`src/rtl/uart_rx_frame.sv`:
```
// UART receiver: synchronizes rx, recovers start/data/parity/stop bits and flags errors.
// Optional parity bit and check compiled in with `define UART_RX_PARITY_EN.
module uart_rx_frame #(
    parameter int CLK_FREQ    = 50_000_000,
    parameter int BAUD_RATE   = 115200,
    parameter int DATA_WIDTH  = 8,
    parameter int PARITY_TYPE = 1
) (
    input  logic                  sys_clk,
    input  logic                  sys_rst_n,
    input  logic                  rx,
    output logic [DATA_WIDTH-1:0] data_out,
    output logic                  data_valid,
    output logic                  parity_err,
    output logic                  frame_err
);

    localparam int BAUD_DIV = CLK_FREQ / BAUD_RATE;
    localparam int CNT_W    = $clog2(BAUD_DIV);
    localparam int BIT_W    = $clog2(DATA_WIDTH);
    localparam logic [CNT_W-1:0] BAUD_LAST = CNT_W'(BAUD_DIV - 1);
    localparam logic [CNT_W-1:0] BAUD_MID  = CNT_W'(BAUD_DIV / 2 - 1);
    localparam logic [BIT_W-1:0] BIT_LAST  = BIT_W'(DATA_WIDTH - 1);

    typedef enum logic [2:0] {
        IDLE,
        START,
        DATA,
`ifdef UART_RX_PARITY_EN
        PARITY,
`endif
        STOP
    } state_t;

    state_t                  state;
    logic [CNT_W-1:0]        baud_cnt;
    logic [BIT_W-1:0]        bit_cnt;
    logic [DATA_WIDTH-1:0]   shift_reg;
    logic                    rx_meta;
    logic                    rx_s;
    logic                    rx_d;
    logic                    fall;
    logic                    tick;

    // NOTE: synchronizer flops reset to the idle-high line level so that
    // reset release never looks like a start edge.
    always_ff @(posedge sys_clk or negedge sys_rst_n) begin
        if (!sys_rst_n) begin
            rx_meta <= 1'b1;
            rx_s    <= 1'b1;
            rx_d    <= 1'b1;
        end else begin
            rx_meta <= rx;
            rx_s    <= rx_meta;
            rx_d    <= rx_s;
        end
    end

    assign fall = rx_d & ~rx_s;
    assign tick = (baud_cnt == BAUD_LAST);

`ifdef UART_RX_PARITY_EN
    logic par_flag;

    function automatic logic expected_parity(input logic [DATA_WIDTH-1:0] d);
        case (PARITY_TYPE)
            2:       return ~^d;
            3:       return 1'b0;
            4:       return 1'b1;
            default: return ^d;
        endcase
    endfunction
`else
    assign parity_err = 1'b0;
`endif

    always_ff @(posedge sys_clk or negedge sys_rst_n) begin
        if (!sys_rst_n) begin
            state      <= IDLE;
            baud_cnt   <= '0;
            bit_cnt    <= '0;
            shift_reg  <= '0;
            data_out   <= '0;
            data_valid <= 1'b0;
            frame_err  <= 1'b0;
`ifdef UART_RX_PARITY_EN
            par_flag   <= 1'b0;
            parity_err <= 1'b0;
`endif
        end else begin
            data_valid <= 1'b0;
            baud_cnt   <= tick ? '0 : baud_cnt + 1'b1;
            case (state)
                IDLE: begin
                    baud_cnt <= '0;
                    bit_cnt  <= '0;
                    if (fall) state <= START;
                end
                START: begin
                    // Mid start bit: a high line here was only a glitch.
                    if (baud_cnt == BAUD_MID) begin
                        baud_cnt <= '0;
                        state    <= rx_s ? IDLE : DATA;
                    end
                end
                DATA: begin
                    if (tick) begin
                        shift_reg <= {rx_s, shift_reg[DATA_WIDTH-1:1]};
                        bit_cnt   <= bit_cnt + 1'b1;
                        if (bit_cnt == BIT_LAST) begin
                            bit_cnt <= '0;
`ifdef UART_RX_PARITY_EN
                            state   <= PARITY;
`else
                            state   <= STOP;
`endif
                        end
                    end
                end
`ifdef UART_RX_PARITY_EN
                PARITY: begin
                    if (tick) begin
                        par_flag <= (rx_s != expected_parity(shift_reg));
                        state    <= STOP;
                    end
                end
`endif
                STOP: begin
                    // Leaving at mid stop bit lets a start edge right after it be caught.
                    if (tick) begin
                        data_out   <= shift_reg;
                        frame_err  <= ~rx_s;
                        data_valid <= 1'b1;
`ifdef UART_RX_PARITY_EN
                        parity_err <= par_flag;
`endif
                        state      <= IDLE;
                    end
                end
                default: state <= IDLE;
            endcase
        end
    end

endmodule

```
`config.mk`:
```
export PLATFORM = sky130hd
export DESIGN_NAME = uart_rx_frame
export DESIGN_NICKNAME = d
export VERILOG_FILES = /design/src/rtl/uart_rx_frame.sv
export SDC_FILE = /design/constraint.sdc
export NUM_CORES = 1
export LEC_CHECK = 0
export ABC_CLOCK_PERIOD_IN_PS = 1900
export CAP_MARGIN = 25
export CELL_PAD_IN_SITES_DETAIL_PLACEMENT = 1
export CELL_PAD_IN_SITES_GLOBAL_PLACEMENT = 2
export CORE_UTILIZATION = 38
export CTS_BUF_LIST = sky130_fd_sc_hd__clkbuf_16
export CTS_CLUSTER_DIAMETER = 50
export CTS_CLUSTER_SIZE = 8
export DETAILED_ROUTE_END_ITERATION = 10
export GPL_ROUTABILITY_DRIVEN = 0
export GPL_TIMING_DRIVEN = 0
export HOLD_SLACK_MARGIN = 0.08
export PLACE_DENSITY_LB_ADDON = 0.1
export SETUP_SLACK_MARGIN = 0.2
export SLEW_MARGIN = 20
export SYNTH_ARGS = -nofsm -noshare
export SYNTH_HDL_FRONTEND = slang
export SYNTH_SLANG_ARGS = --single-unit
```
`constraint.sdc`:
```
create_clock -name sys_clk -period 1.9 [get_ports sys_clk]
set_input_delay 0.38 -clock sys_clk [delete_from_list [all_inputs] [get_ports sys_clk]]
set_output_delay 0.38 -clock sys_clk [all_outputs]
set_load 0.01 [all_outputs]
```
==> impl_metrics.ini, run 1 <==
[worst_setup_path]
r2r_cells = 8
critPathKind = register to register
worst_setup_path_end_kind = register
start_kind = register
crit_fanout = 5
rr_endpoint = baud_cnt[4]$_DFF_PN0_
cp_data_arrival_time_ns = 1.94
cp.required_ns = 2.06
crit_start = baud_cnt[0]$_DFF_PN0_
rrSetupSlack_ns = 0.12
reg2reg_from = baud_cnt[0]$_DFF_PN0_

[pwr]
ir_drop_uv = 769.7
powerDensity_mw_per_mm2 = 990.3
power_mw = 2.227
p_leak_nw = 1.001

[cts]
cts_max_path_buffers = 2
cts_inserted_buffers = 5
cts-root-buf = clkbuf_16
cts.sinks = 35
cts_tree = built
clock_latency_ns = 0.28
clk_pin_slew_ns = 0.05
cts_htree_levels = 2

[route]
wirelength_um = 3722
first_pass_iters = 4
via_count = 1103
drtAntennaViolNets = 0
post_drt_wl_per_cell_um = 17.47
drc_errors = 0
first_iter_violations = 56
vias_per_cell = 5.178

[logic_synthesis]
syn_area_per_cell_um2 = 12.64
synth_nets = 132
ys_ff_latch = 35
syn_area_mm2 = 0.001568
yosys_warnings = 0
syn_inst = 124
yosysSeqAreaShare_pct = 56.11
ys_types = 33

[grt]
grt_overflow = 0
antenna_found_initial = 0
grt_use_met2_pct = 33.67
grt_pass1_wl_um = 6306
grt_pass1_vias = 1266
track_usage_pct = 20.07
top_usage_layer = met2
grt_max_degree = 23
use_met3_pct = 6.379
use_met1_pct = 24.40

[placed_design]
io_buffers = 12
placed_cell_area_mm2 = 0.001770
place.detailed.hpwl_um = 2094

[cells_and_area]
post-route-cell-area_mm2 = 0.002248
drive_gt1_share_pct = 42.42
area_growth_pct = 43.42
final_net_count = 172
antennaDiodeCount = 0
largest_reg_flops = 9

[hold_path]
hp-start = rx_meta$_DFF_PN1_
whs_path_depth = 0
hold_path.class = register to register
min_to = rx_s$_DFF_PN1_

[die]
rows = 22
fp.dieH_um = 66.23
core-area_mm2 = 0.003799
ios = 14
die_w_um = 66.23
die_area_mm2 = 0.004386
initial_core_util_pct = 41.27

[run_status]
status = complete, no violations

[sta]
slew_headroom_pct = 56.93
hold_viol = 0
max_freq_ghz = 0.5607
rsz0062_at_grt = true
slew_violations = 0
period_needed_ns = 1.784
worst_slew_pin_slew_ns = 0.6461
timing.final.crit_share_pct = 93.87
fin_tns_setup_ns = 0
setup_viol = 0
finClkSkew_ns = 0.003371

[job]
maxCapViolCount = 0
## kinds of logic (layout without fill, tap and decap cells)
| logic type | count (synthesis) | in the layout | share of synthesized area, % |
|---|---|---|---|
| other cells | 1 | 1 | 0.2392 |
| fa+ha+maj | 5 | 5 | 3.990 |
| buf+inv | 10 | 50 | 3.591 |
| flops | 35 | 35 | 56.11 |
| simple gates | 42 | 42 | 15.01 |
| xor+xnor | 7 | 7 | 3.911 |
| mux | 17 | 17 | 14.05 |
| compound gates | 7 | 8 | 3.113 |
## report_power, final
group	total (mW)	internal, mW	switching (mW)
sequential	0.851	0.807	0.0445
combinational	0.468	0.250	0.218
clock	0.907	0.611	0.296
total	2.23	1.67	0.559
## per-layer routing
layer	vias to the layer above	routed length [um]
met5	-	0
met4	0	50
met3	5	120
met2	18	1890
met1	568	1661
li1	512	-
## cell usage in the layout (no fill, tap or decap), drive strengths merged, types with 4 or more instances in the layout
cell type	n
mux2	16
nand3	5
buf	23
nor3	7
nand2	11
clkdlybuf4s50	11
dfrtp	32
nor2	6
clkbuf	8
xnor2	4
ha	5
o211ai	4
inv	4
## critical path: stages (launching register included)
cell and delay, ns:
dfrtp_1 0.40, buf_6 0.13, inv_4 0.05, ha_4 0.12, nor4bb_4 0.20, nand4_1 0.21
buf_4 0.20, a21oi_4 0.27, nor3_2 0.08
## worst max path at each step
stage	endpoint	slack, ns	cells past startpoint
final	baud_cnt[4]$_DFF_PN0_	0.12	8
after global routing	baud_cnt[4]$_DFF_PN0_	0.04	8
after CTS	baud_cnt[8]$_DFF_PN0_	0.17	8
after detailed placement	baud_cnt[7]$_DFF_PN0_	-0.22	6
after global placement	baud_cnt[1]$_DFF_PN0_	-0.28	1
after floorplan	data_out[0]$_DFFE_PN0P_	0.21	6
## timing repair
item                                   in CTS  in global routing
cloned                                      2                  0
setup buffers                              15                  2
endpoints found under the hold margin      13                  0
setup endpoints to repair                  29                 30
pin swaps                                  10                 10
gates resized for setup                    23                 11
hold buffers                                1                  0
## metrics by stage
stage               cells  utilization, %  hold slack [ns]  worst slack, ns
global placement      184           46.01           0.3466          -0.2810
CTS                   211           57.58           0.3583           0.1681
global route          213           59.19           0.3591          0.04241
finish                213           59.19           0.3570           0.1164
detailed placement    185           46.61           0.3221          -0.2200
floorplan             124               -          0.08441           0.2077
## Yosys cell counts, drive strengths merged
master | instances | area share, %
dfrtp | 32 | 51
mux2 | 16 | 13
nand2 | 11 | 2.8
nor3 | 7 | 2.2
nor2 | 6 | 1.4
ha | 5 | 4.0
nand3 | 5 | 1.6
inv | 4 | 0.96
o211ai | 4 | 1.9
xnor2 | 4 | 2.2
buf | 3 | 1.9
clkbuf | 3 | 0.72
dfstp | 3 | 5.0
xor2 | 3 | 1.7
a21oi | 2 | 0.64
and3 | 2 | 1.1
and4b | 2 | 1.3
a32oi | 1 | 0.56
and2b | 1 | 0.48
conb | 1 | 0.24
mux2i | 1 | 0.64
nand4 | 1 | 0.40
nand4b | 1 | 0.56
nor2b | 1 | 0.40
nor3b | 1 | 0.48
nor4bb | 1 | 0.64
or3 | 1 | 0.40
or3b | 1 | 0.56
or4b | 1 | 0.64
## area by class of cell
cell class | instances | area (um^2)
buffer | 6 | 55.05
clock buffer | 5 | 125.1
clock inverter | 3 | 38.79
fill | 388 | 1550
inverter | 4 | 17.52
multi-input combinational | 80 | 752.0
sequential | 35 | 880.8
tap | 48 | 60.06
timing repair buffer | 32 | 319.1
Power figures use the tool's default switching activity.
==> run 2, diff against run 1 <==
Settings changed: RECOVER_POWER set to 50.
==> impl_metrics.ini, run 2 (synthesis results as in run 1) <==
[sta]
max_freq_ghz = 0.5607
slew_violations = 0
rsz0062_at_grt = true
timing.final.crit_share_pct = 93.87
hold_viol = 0
setup_viol = 0
worst_slew_pin_slew_ns = 0.9569
slew_headroom_pct = 36.21
period_needed_ns = 1.784
finClkSkew_ns = 0.003377
fin_tns_setup_ns = 0

[pwr]
ir_drop_uv = 769.7
power_mw = 2.226
powerDensity_mw_per_mm2 = 990.4
p_leak_nw = 1.005

[cells_and_area]
largest_reg_flops = 9
final_net_count = 172
fillers = 389
drive_gt1_share_pct = 41.21
post-route-util_pct = 59.16
most-common-layout-cells = 31 x dfrtp_1, 15 x buf_4, 10 x nand2_1
area_growth_pct = 43.34
antennaDiodeCount = 0
post-route-cell-area_mm2 = 0.002247
final_common_cell = dfrtp_1

[cts]
cts_htree_levels = 2
clock_latency_ns = 0.28
cts.sinks = 35
cts_inserted_buffers = 5
cts-root-buf = clkbuf_16
cts_max_path_buffers = 2
clk_pin_slew_ns = 0.05
cts_tree = built

[grt]
grt_pass1_vias = 1266
grt_max_degree = 23
top_usage_layer = met2
grt_use_met2_pct = 33.67
grt_pass1_wl_um = 6306
grt_overflow = 0
use_met3_pct = 6.379
antenna_found_initial = 0
track_usage_pct = 20.07
use_met1_pct = 24.40

[run_status]
status = complete, no violations

[worst_setup_path]
rr_endpoint = baud_cnt[4]$_DFF_PN0_
cp_num_cells = 8
rrSetupSlack_ns = 0.12
cp.required_ns = 2.06
endpoint = baud_cnt[4]$_DFF_PN0_
critPathTopFamily = simple AND/OR/NAND/NOR gates
cp_data_arrival_time_ns = 1.94
crit_start = baud_cnt[0]$_DFF_PN0_
start_kind = register
worst_setup_path_end_kind = register
critPathBufInv = 3
crit_fanout = 5
cpPeakStageDelay_ns = 0.40
crit_chain = buf_6 > inv_4 > ha_4 > nor4bb_4 > nand4_1 > buf_4 > a21oi_4 > nor3_2
critPathKind = register to register
worst_path_max_delay_cell = dfrtp_1
reg2reg_from = baud_cnt[0]$_DFF_PN0_
r2r_cells = 8

[die]
rows = 22
initial_core_util_pct = 41.27
fp.dieH_um = 66.23
die_area_mm2 = 0.004386
die_w_um = 66.23
core-area_mm2 = 0.003799
ios = 14

[placed_design]
placed_cell_area_mm2 = 0.001770
place.detailed.hpwl_um = 2094
io_buffers = 12

[route]
vias_per_cell = 5.188
via_count = 1105
drtAntennaViolNets = 0
drc_errors = 0
post_drt_wl_per_cell_um = 17.46
first_pass_iters = 4
wirelength_um = 3720
first_iter_violations = 56

[job]
maxCapViolCount = 0

[hold_path]
hold_path.class = register to register
[run 2: layout make-up]
type	instances	area, um^2	area share, %
Multi-Input combinational cell	80	752.0	33.46
Tap cell	48	60.06	2.673
Timing Repair Buffer	32	317.8	14.14
Clock buffer	5	125.1	5.568
Clock inverter	3	38.79	1.726
Sequential cell	35	880.8	39.20
Inverter	4	17.52	0.7795
Buffer	6	55.05	2.450
[run 2: metal layers]
layer	routed length (um)	share of wire [%]
met2	1889	51
met1	1660	45
met3	120	3.2
met5	0	0
met4	50	1.3
[run 2: power breakdown]
group | internal (mW) | switching, mW
Combinational | 0.250 | 0.218
Clock | 0.611 | 0.296
Sequential | 0.806 | 0.0445
Total | 1.67 | 0.559
[run 2: what timing repair did]
action,CTS,global route
setup buffers,15,2
endpoints found under the setup margin,29,30
pin swaps,10,10
hold buffers,1,0
endpoints found under the hold margin,13,0
gates cloned,2,0
gates resized for setup,23,11
[run 2: through the flow]
| step | worst slack (ns) | hold WS (ns) | instances |
|---|---|---|---|
| 2_1_floorplan | 0.2077 | 0.08441 | 124 |
| 3_3_place_gp | -0.2810 | 0.3466 | 184 |
| 3_5_place_dp | -0.2200 | 0.3221 | 185 |
| 4_1_cts | 0.1681 | 0.3583 | 211 |
| 5_1_grt | 0.04239 | 0.3643 | 213 |
| 6_report | 0.1164 | 0.3622 | 213 |
[run 2: worst min path at each step]
stage,from,to,slack (ns),cells past startpoint
floorplan,sys_rst_n,baud_cnt[0]$_DFF_PN0_,0.08,0
global placement,rx_meta$_DFF_PN1_,rx_s$_DFF_PN1_,0.35,0
detailed placement,sys_rst_n,data_out[0]$_DFFE_PN0P_,0.32,1
CTS,rx_meta$_DFF_PN1_,rx_s$_DFF_PN1_,0.36,0
global route,rx_meta$_DFF_PN1_,rx_s$_DFF_PN1_,0.36,0
finish,rx_meta$_DFF_PN1_,rx_s$_DFF_PN1_,0.36,0
==> run 3, diff against run 2 <==
Settings changed: GPL_TIMING_DRIVEN 0 to 1.
==> impl_metrics.ini, run 3 (synthesis results as in run 1) <==
[sta]
rsz0062_at_grt = false
worst_slew_pin_slew_ns = 0.8802
fin_tns_setup_ns = 0
finClkSkew_ns = 0.004568
period_needed_ns = 1.664
max_freq_ghz = 0.6009
timing.final.crit_share_pct = 87.59
slew_violations = 0
hold_viol = 0
setup_viol = 0
slew_headroom_pct = 41.32

[job]
maxCapViolCount = 0

[hold_path]
hold_path.class = register to register

[worst_setup_path]
crit_fanout = 5
cp.required_ns = 2.06
crit_chain = and2b_1 > and4b_1 > and3_4 > mux2_4
start_kind = register
worst_path_max_delay_cell = dfrtp_1
cpPeakStageDelay_ns = 0.42
worst_setup_path_end_kind = register
critPathKind = register to register
cp_data_arrival_time_ns = 1.82

[cells_and_area]
post-route-cell-area_mm2 = 0.002039
drive_gt1_share_pct = 34.42
most-common-layout-cells = 29 x dfrtp_1, 12 x buf_4, 10 x nand2_1
fillers = 410
largest_reg_flops = 9
final_net_count = 161
area_growth_pct = 30.09
final_common_cell = dfrtp_1
antennaDiodeCount = 0

[die]
core-area_mm2 = 0.003799
ios = 14
rows = 22
die_w_um = 66.23
fp.dieH_um = 66.23
die_area_mm2 = 0.004386
initial_core_util_pct = 41.27

[pwr]
p_leak_nw = 0.9180
powerDensity_mw_per_mm2 = 967.6
ir_drop_uv = 836.9

[run_status]
status = complete, no violations

[route]
via_count = 1022
post_drt_wl_per_cell_um = 15.66
vias_per_cell = 5.059
first_iter_violations = 33
drtAntennaViolNets = 0
drc_errors = 0
wirelength_um = 3164
first_pass_iters = 4

[cts]
clock_latency_ns = 0.28
cts_max_path_buffers = 2
cts-root-buf = clkbuf_16
clk_pin_slew_ns = 0.05
cts_tree = built
cts_htree_levels = 2
hold_buffers = 0
cts_inserted_buffers = 5
cts.sinks = 35

[grt]
grt_pass1_vias = 1046
grt_max_degree = 36
grt_overflow = 0
antenna_found_initial = 0
grt_pass1_wl_um = 5037
track_usage_pct = 16.03

[placed_design]
placed_cell_area_mm2 = 0.001744
place.detailed.hpwl_um = 1909
io_buffers = 12
==> run 3: final timing paths <==
| path | start | to | slack [ns] | cells past startpoint |
|---|---|---|---|---|
| min in group asynchronous | sys_rst_n | state[0]$_DFFE_PN0P_ | 0.76 | 2 |
| max in group asynchronous | sys_rst_n | baud_cnt[8]$_DFF_PN0_ | 0.55 | 2 |
| worst min register to register | rx_meta$_DFF_PN1_ | rx_s$_DFF_PN1_ | 0.36 | 0 |
| worst min-delay path | rx_meta$_DFF_PN1_ | rx_s$_DFF_PN1_ | 0.36 | 0 |
| worst max-delay path | baud_cnt[2]$_DFF_PN0_ | data_out[3]$_DFFE_PN0P_ | 0.24 | 4 |
| worst max register to register | baud_cnt[2]$_DFF_PN0_ | data_out[3]$_DFFE_PN0P_ | 0.24 | 4 |
==> run 3: layout make-up <==
type | count | area, um^2 | area share (%)
Clock buffer | 5 | 125.1 | 6.135
Multi-Input combinational cell | 80 | 706.9 | 34.66
Inverter | 4 | 15.01 | 0.7362
Tap cell | 48 | 60.06 | 2.945
Sequential cell | 35 | 883.3 | 43.31
Timing Repair Buffer | 27 | 237.7 | 11.66
Clock inverter | 3 | 11.26 | 0.5521
==> run 3: metrics by stage <==
step | worst slack [ns] | total power, mW | hold WS, ns | utilization (%) | instances
finish | 0.2359 | 1.973 | 0.3638 | 53.69 | 202
global route | 0.1468 | 2.066 | 0.3679 | 53.69 | 202
CTS | 0.1889 | 1.844 | 0.3602 | 50.03 | 193
detailed placement | 0.1704 | 1.088 | 0.3525 | 45.92 | 183
global placement | 0.2024 | 1.072 | 0.3469 | 45.92 | 183
floorplan | 0.2077 | 1.008 | 0.08441 | - | 124
==> run 3: worst max-delay path: cells and delay by family, from the launching register on <==
kind / cells / cell delay, ns
and+or+nand+nor: 3 / 0.81
muxes: 1 / 0.31
DFF: 1 / 0.42
==> run 3: per-layer routing <==
layer	vias to the layer above	global-route usage [%]	part of all wire, %
li1	486	-	-
met1	516	21.55	50
met2	14	23.72	45
met3	6	4.655	3.2
met4	0	7.181	1.9
met5	-	0	0
==> run 3: report_power, final <==
group	switching [mW]	internal [mW]
sequential	0.0783	0.806
combinational	0.146	0.189
clock	0.283	0.471
total	0.508	1.47
==> run 3: what timing repair did <==
action,in CTS,in global routing
endpoints found under the setup margin,17,28
buffers inserted,2,7
gates resized for setup,1,21
pin swaps,1,3
gates cloned,0,2
